--- src/rtl/wb_fetch_if.sv ---
// Fetch unit connections: Wishbone classic read bus toward memories plus the instruction stream,
// redirect and fault signals toward the core. master = fetch unit, slave = memory/core environment.
interface wb_fetch_if #(
  parameter int ADR_WIDTH = 64,
  parameter int DAT_WIDTH = 64
);
  logic [ADR_WIDTH-1:0] fetch_adr_o;
  logic [DAT_WIDTH-1:0] fetch_dat_i;
  logic                 fetch_we_o;
  logic                 fetch_cyc_o;
  logic                 fetch_stb_o;
  logic                 fetch_ack_i;
  logic                 fetch_err_i;
  logic [DAT_WIDTH-1:0] insn_o;
  logic [ADR_WIDTH-1:0] insn_adr_o;
  logic                 insn_valid_o;
  logic                 insn_ready_i;
  logic                 redirect_i;
  logic [ADR_WIDTH-1:0] redirect_adr_i;
  logic                 fault_o;
  logic [ADR_WIDTH-1:0] fault_adr_o;
  logic                 fault_timeout_o;

  modport master (
    output fetch_adr_o, fetch_we_o, fetch_cyc_o, fetch_stb_o,
    input  fetch_dat_i, fetch_ack_i, fetch_err_i,
    output insn_o, insn_adr_o, insn_valid_o,
    input  insn_ready_i, redirect_i, redirect_adr_i,
    output fault_o, fault_adr_o, fault_timeout_o
  );

  modport slave (
    input  fetch_adr_o, fetch_we_o, fetch_cyc_o, fetch_stb_o,
    output fetch_dat_i, fetch_ack_i, fetch_err_i,
    input  insn_o, insn_adr_o, insn_valid_o,
    output insn_ready_i, redirect_i, redirect_adr_i,
    input  fault_o, fault_adr_o, fault_timeout_o
  );
endinterface

--- src/rtl/wb_fetch.sv ---
// Wishbone classic instruction-fetch master: at most one read per 3 cycles, reads stall while the FIFO is full (insn_ready_i low).
// Defining WB_FETCH_TIMEOUT_EN adds a watchdog that faults a bus cycle left unanswered for TIMEOUT cycles.
module wb_fetch #(
  parameter int                   ADR_WIDTH  = 64,
  parameter int                   DAT_WIDTH  = 64,
  parameter logic [ADR_WIDTH-1:0] RESET_PC   = 64'h8000_0000_0000_0000,
  parameter int                   FIFO_DEPTH = 2,
  parameter int                   TIMEOUT    = 16
) (
  input logic        clk_i,
  input logic        rst_i,
  wb_fetch_if.master bus
);
  localparam int PTR_W = $clog2(FIFO_DEPTH);
  localparam int CNT_W = $clog2(FIFO_DEPTH + 1);
  localparam logic [ADR_WIDTH-1:0] STEP       = ADR_WIDTH'(DAT_WIDTH / 8);
  localparam logic [ADR_WIDTH-1:0] ALIGN_MASK = ~(STEP - ADR_WIDTH'(1));

  typedef enum logic [1:0] {IDLE, BUS, GAP} state_t;

  typedef struct packed {
    logic [ADR_WIDTH-1:0] adr;
    logic [DAT_WIDTH-1:0] dat;
  } entry_t;

  state_t               state;
  logic                 cyc, stb, discard;
  logic [ADR_WIDTH-1:0] adr, pc, fault_adr;
  logic                 fault, fault_tmo;
  entry_t               mem [FIFO_DEPTH];
  logic [PTR_W-1:0]     wr_ptr, rd_ptr;
  logic [CNT_W-1:0]     count;
  logic                 valid, push, pop, tmo_hit;

`ifdef WB_FETCH_TIMEOUT_EN
  localparam int TMO_W = $clog2(TIMEOUT + 1);
  logic [TMO_W-1:0] tmo_cnt;

  assign tmo_hit = (state == BUS) && (tmo_cnt == TMO_W'(TIMEOUT - 1)) &&
                   !bus.fetch_ack_i && !bus.fetch_err_i;

  always_ff @(posedge clk_i or posedge rst_i) begin
    if (rst_i)              tmo_cnt <= '0;
    else if (state == IDLE) tmo_cnt <= '0;
    else if (state == BUS)  tmo_cnt <= tmo_cnt + TMO_W'(1);
  end
`else
  assign tmo_hit = 1'b0;
`endif

  assign valid = (count != '0);
  assign pop   = valid && bus.insn_ready_i;
  // A fetch still in flight when a redirect arrives is completed on the bus but never buffered.
  assign push  = (state == BUS) && bus.fetch_ack_i && !bus.fetch_err_i && !discard && !bus.redirect_i;

  always_ff @(posedge clk_i or posedge rst_i) begin
    if (rst_i) begin
      state     <= IDLE;
      cyc       <= 1'b0;
      stb       <= 1'b0;
      adr       <= RESET_PC;
      pc        <= RESET_PC;
      discard   <= 1'b0;
      fault     <= 1'b0;
      fault_adr <= '0;
      fault_tmo <= 1'b0;
    end else begin
      if (bus.redirect_i) begin
        pc        <= bus.redirect_adr_i & ALIGN_MASK;
        fault     <= 1'b0;
        fault_adr <= '0;
        fault_tmo <= 1'b0;
      end
      case (state)
        IDLE: begin
          if (!bus.redirect_i && !fault && (count < CNT_W'(FIFO_DEPTH))) begin
            state <= BUS;
            cyc   <= 1'b1;
            stb   <= 1'b1;
            adr   <= pc;
          end
        end
        BUS: begin
          if (bus.fetch_ack_i || bus.fetch_err_i || tmo_hit) begin
            state   <= GAP;
            cyc     <= 1'b0;
            stb     <= 1'b0;
            discard <= 1'b0;
            if (!discard && !bus.redirect_i) begin
              if (bus.fetch_err_i || tmo_hit) begin
                fault     <= 1'b1;
                fault_adr <= pc;
                fault_tmo <= tmo_hit;
              end else begin
                pc <= pc + STEP;
              end
            end
          end else if (bus.redirect_i) begin
            discard <= 1'b1;
          end
        end
        GAP:     state <= IDLE;
        default: state <= IDLE;
      endcase
    end
  end

  always_ff @(posedge clk_i or posedge rst_i) begin
    if (rst_i) begin
      wr_ptr <= '0;
      rd_ptr <= '0;
      count  <= '0;
    end else if (bus.redirect_i) begin
      wr_ptr <= '0;
      rd_ptr <= '0;
      count  <= '0;
    end else begin
      if (push) wr_ptr <= wr_ptr + PTR_W'(1);
      if (pop)  rd_ptr <= rd_ptr + PTR_W'(1);
      count <= count + CNT_W'(push) - CNT_W'(pop);
    end
  end

  always_ff @(posedge clk_i) begin
    if (push) mem[wr_ptr] <= '{adr: pc, dat: bus.fetch_dat_i};
  end

  assign bus.fetch_adr_o     = adr;
  assign bus.fetch_we_o      = 1'b0;
  assign bus.fetch_cyc_o     = cyc;
  assign bus.fetch_stb_o     = stb;
  assign bus.insn_o          = mem[rd_ptr].dat;
  assign bus.insn_adr_o      = mem[rd_ptr].adr;
  assign bus.insn_valid_o    = valid;
  assign bus.fault_o         = fault;
  assign bus.fault_adr_o     = fault_adr;
  assign bus.fault_timeout_o = fault_tmo;
endmodule
--- src/flat_wrapper.sv ---
// flat-port wrapper written by rule: the top's interface ports become plain ports
module wb_fetch_flat 
#(
  parameter int                   ADR_WIDTH  = 64,
  parameter int                   DAT_WIDTH  = 64,
  parameter logic [ADR_WIDTH-1:0] RESET_PC   = 64'h8000_0000_0000_0000,
  parameter int                   FIFO_DEPTH = 2,
  parameter int                   TIMEOUT    = 16
)
  (clk_i, rst_i, bus_fetch_adr_o, bus_fetch_we_o, bus_fetch_cyc_o, bus_fetch_stb_o, bus_fetch_dat_i, bus_fetch_ack_i, bus_fetch_err_i, bus_insn_o, bus_insn_adr_o, bus_insn_valid_o, bus_insn_ready_i, bus_redirect_i, bus_redirect_adr_i, bus_fault_o, bus_fault_adr_o, bus_fault_timeout_o);
  wb_fetch_if #(.ADR_WIDTH(ADR_WIDTH), .DAT_WIDTH(DAT_WIDTH)) bus_i ();
  input logic clk_i;
  input logic rst_i;
  output wire logic [$bits(bus_i.fetch_adr_o)-1:0] bus_fetch_adr_o;
  output wire logic [$bits(bus_i.fetch_we_o)-1:0] bus_fetch_we_o;
  output wire logic [$bits(bus_i.fetch_cyc_o)-1:0] bus_fetch_cyc_o;
  output wire logic [$bits(bus_i.fetch_stb_o)-1:0] bus_fetch_stb_o;
  input wire logic [$bits(bus_i.fetch_dat_i)-1:0] bus_fetch_dat_i;
  input wire logic [$bits(bus_i.fetch_ack_i)-1:0] bus_fetch_ack_i;
  input wire logic [$bits(bus_i.fetch_err_i)-1:0] bus_fetch_err_i;
  output wire logic [$bits(bus_i.insn_o)-1:0] bus_insn_o;
  output wire logic [$bits(bus_i.insn_adr_o)-1:0] bus_insn_adr_o;
  output wire logic [$bits(bus_i.insn_valid_o)-1:0] bus_insn_valid_o;
  input wire logic [$bits(bus_i.insn_ready_i)-1:0] bus_insn_ready_i;
  input wire logic [$bits(bus_i.redirect_i)-1:0] bus_redirect_i;
  input wire logic [$bits(bus_i.redirect_adr_i)-1:0] bus_redirect_adr_i;
  output wire logic [$bits(bus_i.fault_o)-1:0] bus_fault_o;
  output wire logic [$bits(bus_i.fault_adr_o)-1:0] bus_fault_adr_o;
  output wire logic [$bits(bus_i.fault_timeout_o)-1:0] bus_fault_timeout_o;
  assign bus_fetch_adr_o = bus_i.fetch_adr_o;
  assign bus_fetch_we_o = bus_i.fetch_we_o;
  assign bus_fetch_cyc_o = bus_i.fetch_cyc_o;
  assign bus_fetch_stb_o = bus_i.fetch_stb_o;
  assign bus_i.fetch_dat_i = bus_fetch_dat_i;
  assign bus_i.fetch_ack_i = bus_fetch_ack_i;
  assign bus_i.fetch_err_i = bus_fetch_err_i;
  assign bus_insn_o = bus_i.insn_o;
  assign bus_insn_adr_o = bus_i.insn_adr_o;
  assign bus_insn_valid_o = bus_i.insn_valid_o;
  assign bus_i.insn_ready_i = bus_insn_ready_i;
  assign bus_i.redirect_i = bus_redirect_i;
  assign bus_i.redirect_adr_i = bus_redirect_adr_i;
  assign bus_fault_o = bus_i.fault_o;
  assign bus_fault_adr_o = bus_i.fault_adr_o;
  assign bus_fault_timeout_o = bus_i.fault_timeout_o;
  wb_fetch #(.ADR_WIDTH(ADR_WIDTH), .DAT_WIDTH(DAT_WIDTH), .RESET_PC(RESET_PC), .FIFO_DEPTH(FIFO_DEPTH), .TIMEOUT(TIMEOUT)) u_core (.clk_i(clk_i), .rst_i(rst_i), .bus(bus_i));
endmodule
--- config.mk ---
export PLATFORM = sky130hd
export DESIGN_NAME = wb_fetch_flat
export DESIGN_NICKNAME = d
export VERILOG_FILES = /design/src/rtl/wb_fetch_if.sv /design/src/rtl/wb_fetch.sv /design/src/flat_wrapper.sv
export SDC_FILE = /design/constraint.sdc
export NUM_CORES = 1
export LEC_CHECK = 0
export CAP_MARGIN = 20
export CORE_ASPECT_RATIO = 1.4
export CORE_MARGIN = 5
export CORE_UTILIZATION = 50
export CTS_BUF_LIST = sky130_fd_sc_hd__clkbuf_8 sky130_fd_sc_hd__clkbuf_16
export DETAILED_ROUTE_END_ITERATION = 12
export PLACE_DENSITY = 0.8
export SLEW_MARGIN = 10
export SYNTH_ARGS = -nofsm -noshare
export SYNTH_HDL_FRONTEND = slang
export SYNTH_SLANG_ARGS = --single-unit
--- constraint.sdc ---
create_clock -name clk_i -period 18.1 [get_ports clk_i]
set_input_delay 3.62 -clock clk_i [delete_from_list [all_inputs] [get_ports clk_i]]
set_output_delay 3.62 -clock clk_i [all_outputs]
set_load 0.1 [all_outputs]
==> metrics.txt <==
Clock Path Buffers 3; layout cells sized above 1 0.1741; Final Wtd Congestion 0.8373; Post-CTS Resized 0; row count 83; Clk pwr share 0.214; Comb pwr share 0.471; Hold Path Stages 1; Critical Path Stages 3; slowest stage cell, crit path clkdlybuf4s50_1; GRT Total Usage 0.2384; HP Class reg -> reg; Clock Sinks 458; status finished clean; multi-input gate area in the final layout 5394 um^2; initial antenna violation count 15; fillcell total 2575; Final #Nets 1832; area leader, netlist edfxtp_1; Worst-path clk slew 60 ps; Die Y 237.4 um; Max IR drop VDD 0.1841 mV; fin crit share 0.4182; Leakage 8.823 nW; CTS HTree Levels 2; vias per cell 5.619; total CTS buffers 44; EDFF count, synth 256; non-filler cells, final 2208; Crit Path Class reg -> out; Reg2Reg Depth 5; routed length per placed instance 22.56 um; Pwr Density 175.6 nW/um^2; port buffer count 391; CP endpoint kind output port; CTS Hold Bufs 0; clock skew 13.38 ps; total design power 0.004268 W; Core ar. 36660 um^2; Final Slew Violations 0; sequential area share after synthesis 0.6899; asr flop ratio synth 0.4410; Die Width 172.5 um; Synth top area share 0.4161; Detailed Place HPWL 33890 um; Net Switching 0.002012 W; startpoint types register; CTS root buffer clkbuf_16; Synth Instances 1322; Worst R2R Setup Slack 15050 ps; GRT overflow 0; Worst Path Max Fanout 74; die area 40950 um^2; crit path buf inv count 2; Post-Syn Area 18470 um^2; Post-route DRC 0; post-CTS setup buffers 0; crit path DAT 3950 ps; CP top delay family buffers and inverters; vias in the first global route 13.05k; Clk Latency, worst-skew pair 550 ps; Mapped Nets 1459; Slew @ Worst Pin 1083 ps; Cell Int Power 0.002256 W; Worst slew margin 0.2756; Reg power frac 0.315; remaining antenna violation count 0; unrepaired setup endpoints after global routing false; Max Clk Rate 132.1 MHz; Setup TNS 0 ps; initial core utilization 0.5039; Req. time, crit path 14480 ps; Min Clock Period, post-route 7569 ps; # IOs 396; Main synth FF type edfxtp_1; max-cap violations 0; Register Area 12750 um^2; DRT Wirelength 49810 um; Syn Area/Cell 13.97 um^2; Distinct cells, synth 59; TritonCTS clock tree built; global-route wire length before repair 75880 um; synth top area cells edfxtp_1, dfrtp_1, mux2_2, nand2_1, o21ai_0; number of synthesized register bits 458; routed via count 12.41k; Yosys Warn Count 0; worst-path cell chain buf_4 -> mux2_2 -> clkdlybuf4s50_1; largest net degree at the start of global routing 135; Final Hold Fails 0; DR iter-0 viols 919; final setup fails 0; drt first pass iters 5; CP peak stage delay 1210 ps; Switching Share 0.4713; Syn-to-layout area delta 31.54%; DP Cell Count 2115
## cells in the final DEF, fill, tap and decap left out, types with 7 or more instances in the layout
cell type,count
nor2b_1,7
or4_1,8
diode_2,12
o21ai_0,95
buf_4,11
nand3_1,20
nand4_1,28
edfxtp_1,256
nor4_1,15
clkbuf_16,45
inv_1,18
nor3_1,23
mux2_2,193
nand2_1,182
clkbuf_8,8
nor2_1,50
xor2_1,16
dfrtp_1,199
clkdlybuf4s50_1,390
a31oi_1,12
or3_1,8
and4_1,9
and3_1,15
a21oi_1,8
xnor2_1,8
a211oi_1,9
## state kept, by name, summed over array words and instances, names as in the netlist
name,cells
u_core.discard,1
u_core.state,2
u_core.mem,256
u_core.bus.fault_adr_o,64
u_core.bus.fault_timeout_o,1
u_core.bus.fetch_cyc_o,1
u_core.rd_ptr,1
u_core.pc,64
u_core.count,2
u_core.wr_ptr,1
u_core.bus.fault_o,1
u_core.bus.fetch_adr_o,64
## layout make-up
| type | count | share of cell area |
|---|---|---|
| Multi-Input combinational cell | 775 | 0.2220 |
| Clock inverter | 27 | 0.008856 |
| Tap cell | 467 | 0.02404 |
| Timing Repair Buffer | 403 | 0.1660 |
| Antenna cell | 12 | 0.001236 |
| Sequential cell | 458 | 0.5246 |
| Inverter | 13 | 0.002420 |
| Clock buffer | 53 | 0.05087 |
## stage by stage
step | cell area (um^2) | util | hold slack (ps) | setup slack (ps)
after global placement | 22770 | 0.6212 | 484.5 | 11020
final | 24300 | 0.6629 | 504.5 | 10530
after floorplan | 18470 | - | 436.8 | 8094
after detailed placement | 22800 | 0.6219 | 488.6 | 10990
after global routing | 24300 | 0.6628 | 523.2 | 10380
after CTS | 24250 | 0.6615 | 507.9 | 10410
## worst register-to-register path: stages, from the launching register on
cell       delay (ps)
dfrtp_1           400
nand4bb_1         520
nor4_4            830
nand4_2           450
or4_1             580
a21oi_1           190
## layer usage
metal  GRT usage  routed length (um)  part of all wire  vias up
li1            -                   -                 -     5627
met1      0.2781               17740              0.36     6182
met2      0.4113               25800              0.52      471
met3     0.06222                4132             0.083      119
met4      0.1051                2067             0.042        8
met5           0                  60            0.0012        -
## final timing paths
path / to / startpoint
worst max-delay path: bus_insn_adr_o[12] / u_core.rd_ptr$_DFFE_PP0P_
worst min-delay path: u_core.bus.fetch_adr_o[15]$_DFFE_PP0P_ / u_core.bus.fetch_adr_o[15]$_DFFE_PP0P_
worst max register to register: u_core.pc[52]$_DFF_PP0_ / u_core.state[1]$_DFFE_PP0P_
worst min register to register: u_core.bus.fetch_adr_o[15]$_DFFE_PP0P_ / u_core.bus.fetch_adr_o[15]$_DFFE_PP0P_
max in group asynchronous: u_core.bus.fault_adr_o[27]$_DFF_PP0_ / rst_i
min in group asynchronous: u_core.bus.fetch_adr_o[59]$_DFFE_PP0P_ / rst_i
## power by group through the flow
stage          clock, W  sequential (W)  combinational, W
3_5_place_dp          0         0.00137           0.00201
6_report       0.000914         0.00135           0.00201
2_1_floorplan         0         0.00195          0.000949
3_3_place_gp          0         0.00136           0.00200
4_1_cts        0.000932         0.00135           0.00202
5_1_grt        0.000975         0.00136           0.00206
## cell usage after synthesis, drive strengths merged, types with 4 or more instances
| cell type | n |
|---|---|
| nor4 | 20 |
| o21a | 4 |
| or2 | 4 |
| dfrtp | 200 |
| nand4 | 32 |
| xnor2 | 8 |
| edfxtp | 256 |
| nand2b | 4 |
| or4 | 8 |
| nor2b | 7 |
| nor2 | 52 |
| clkbuf | 59 |
| nand2 | 182 |
| nand3 | 20 |
| or3 | 8 |
| a21oi | 8 |
| and3 | 17 |
| a311oi | 6 |
| nor3 | 25 |
| mux2 | 193 |
| a31oi | 12 |
| buf | 17 |
| and4 | 9 |
| o21ai | 95 |
| inv | 13 |
| xor2 | 16 |
| a211oi | 9 |
## logic make-up (layout without fill, tap and decap cells)
group,count (synthesis),count (layout),synth area share
flops,458,458,0.6899
simple gates,396,396,0.1082
mux,196,196,0.1193
compound gates,155,155,0.04958
buf+inv,89,496,0.01951
xor+xnor,24,24,0.01138
fa+ha+maj,3,3,0.002032
other cells,1,13,0.0002030
Note: power is estimated with default switching activity, not from simulation.
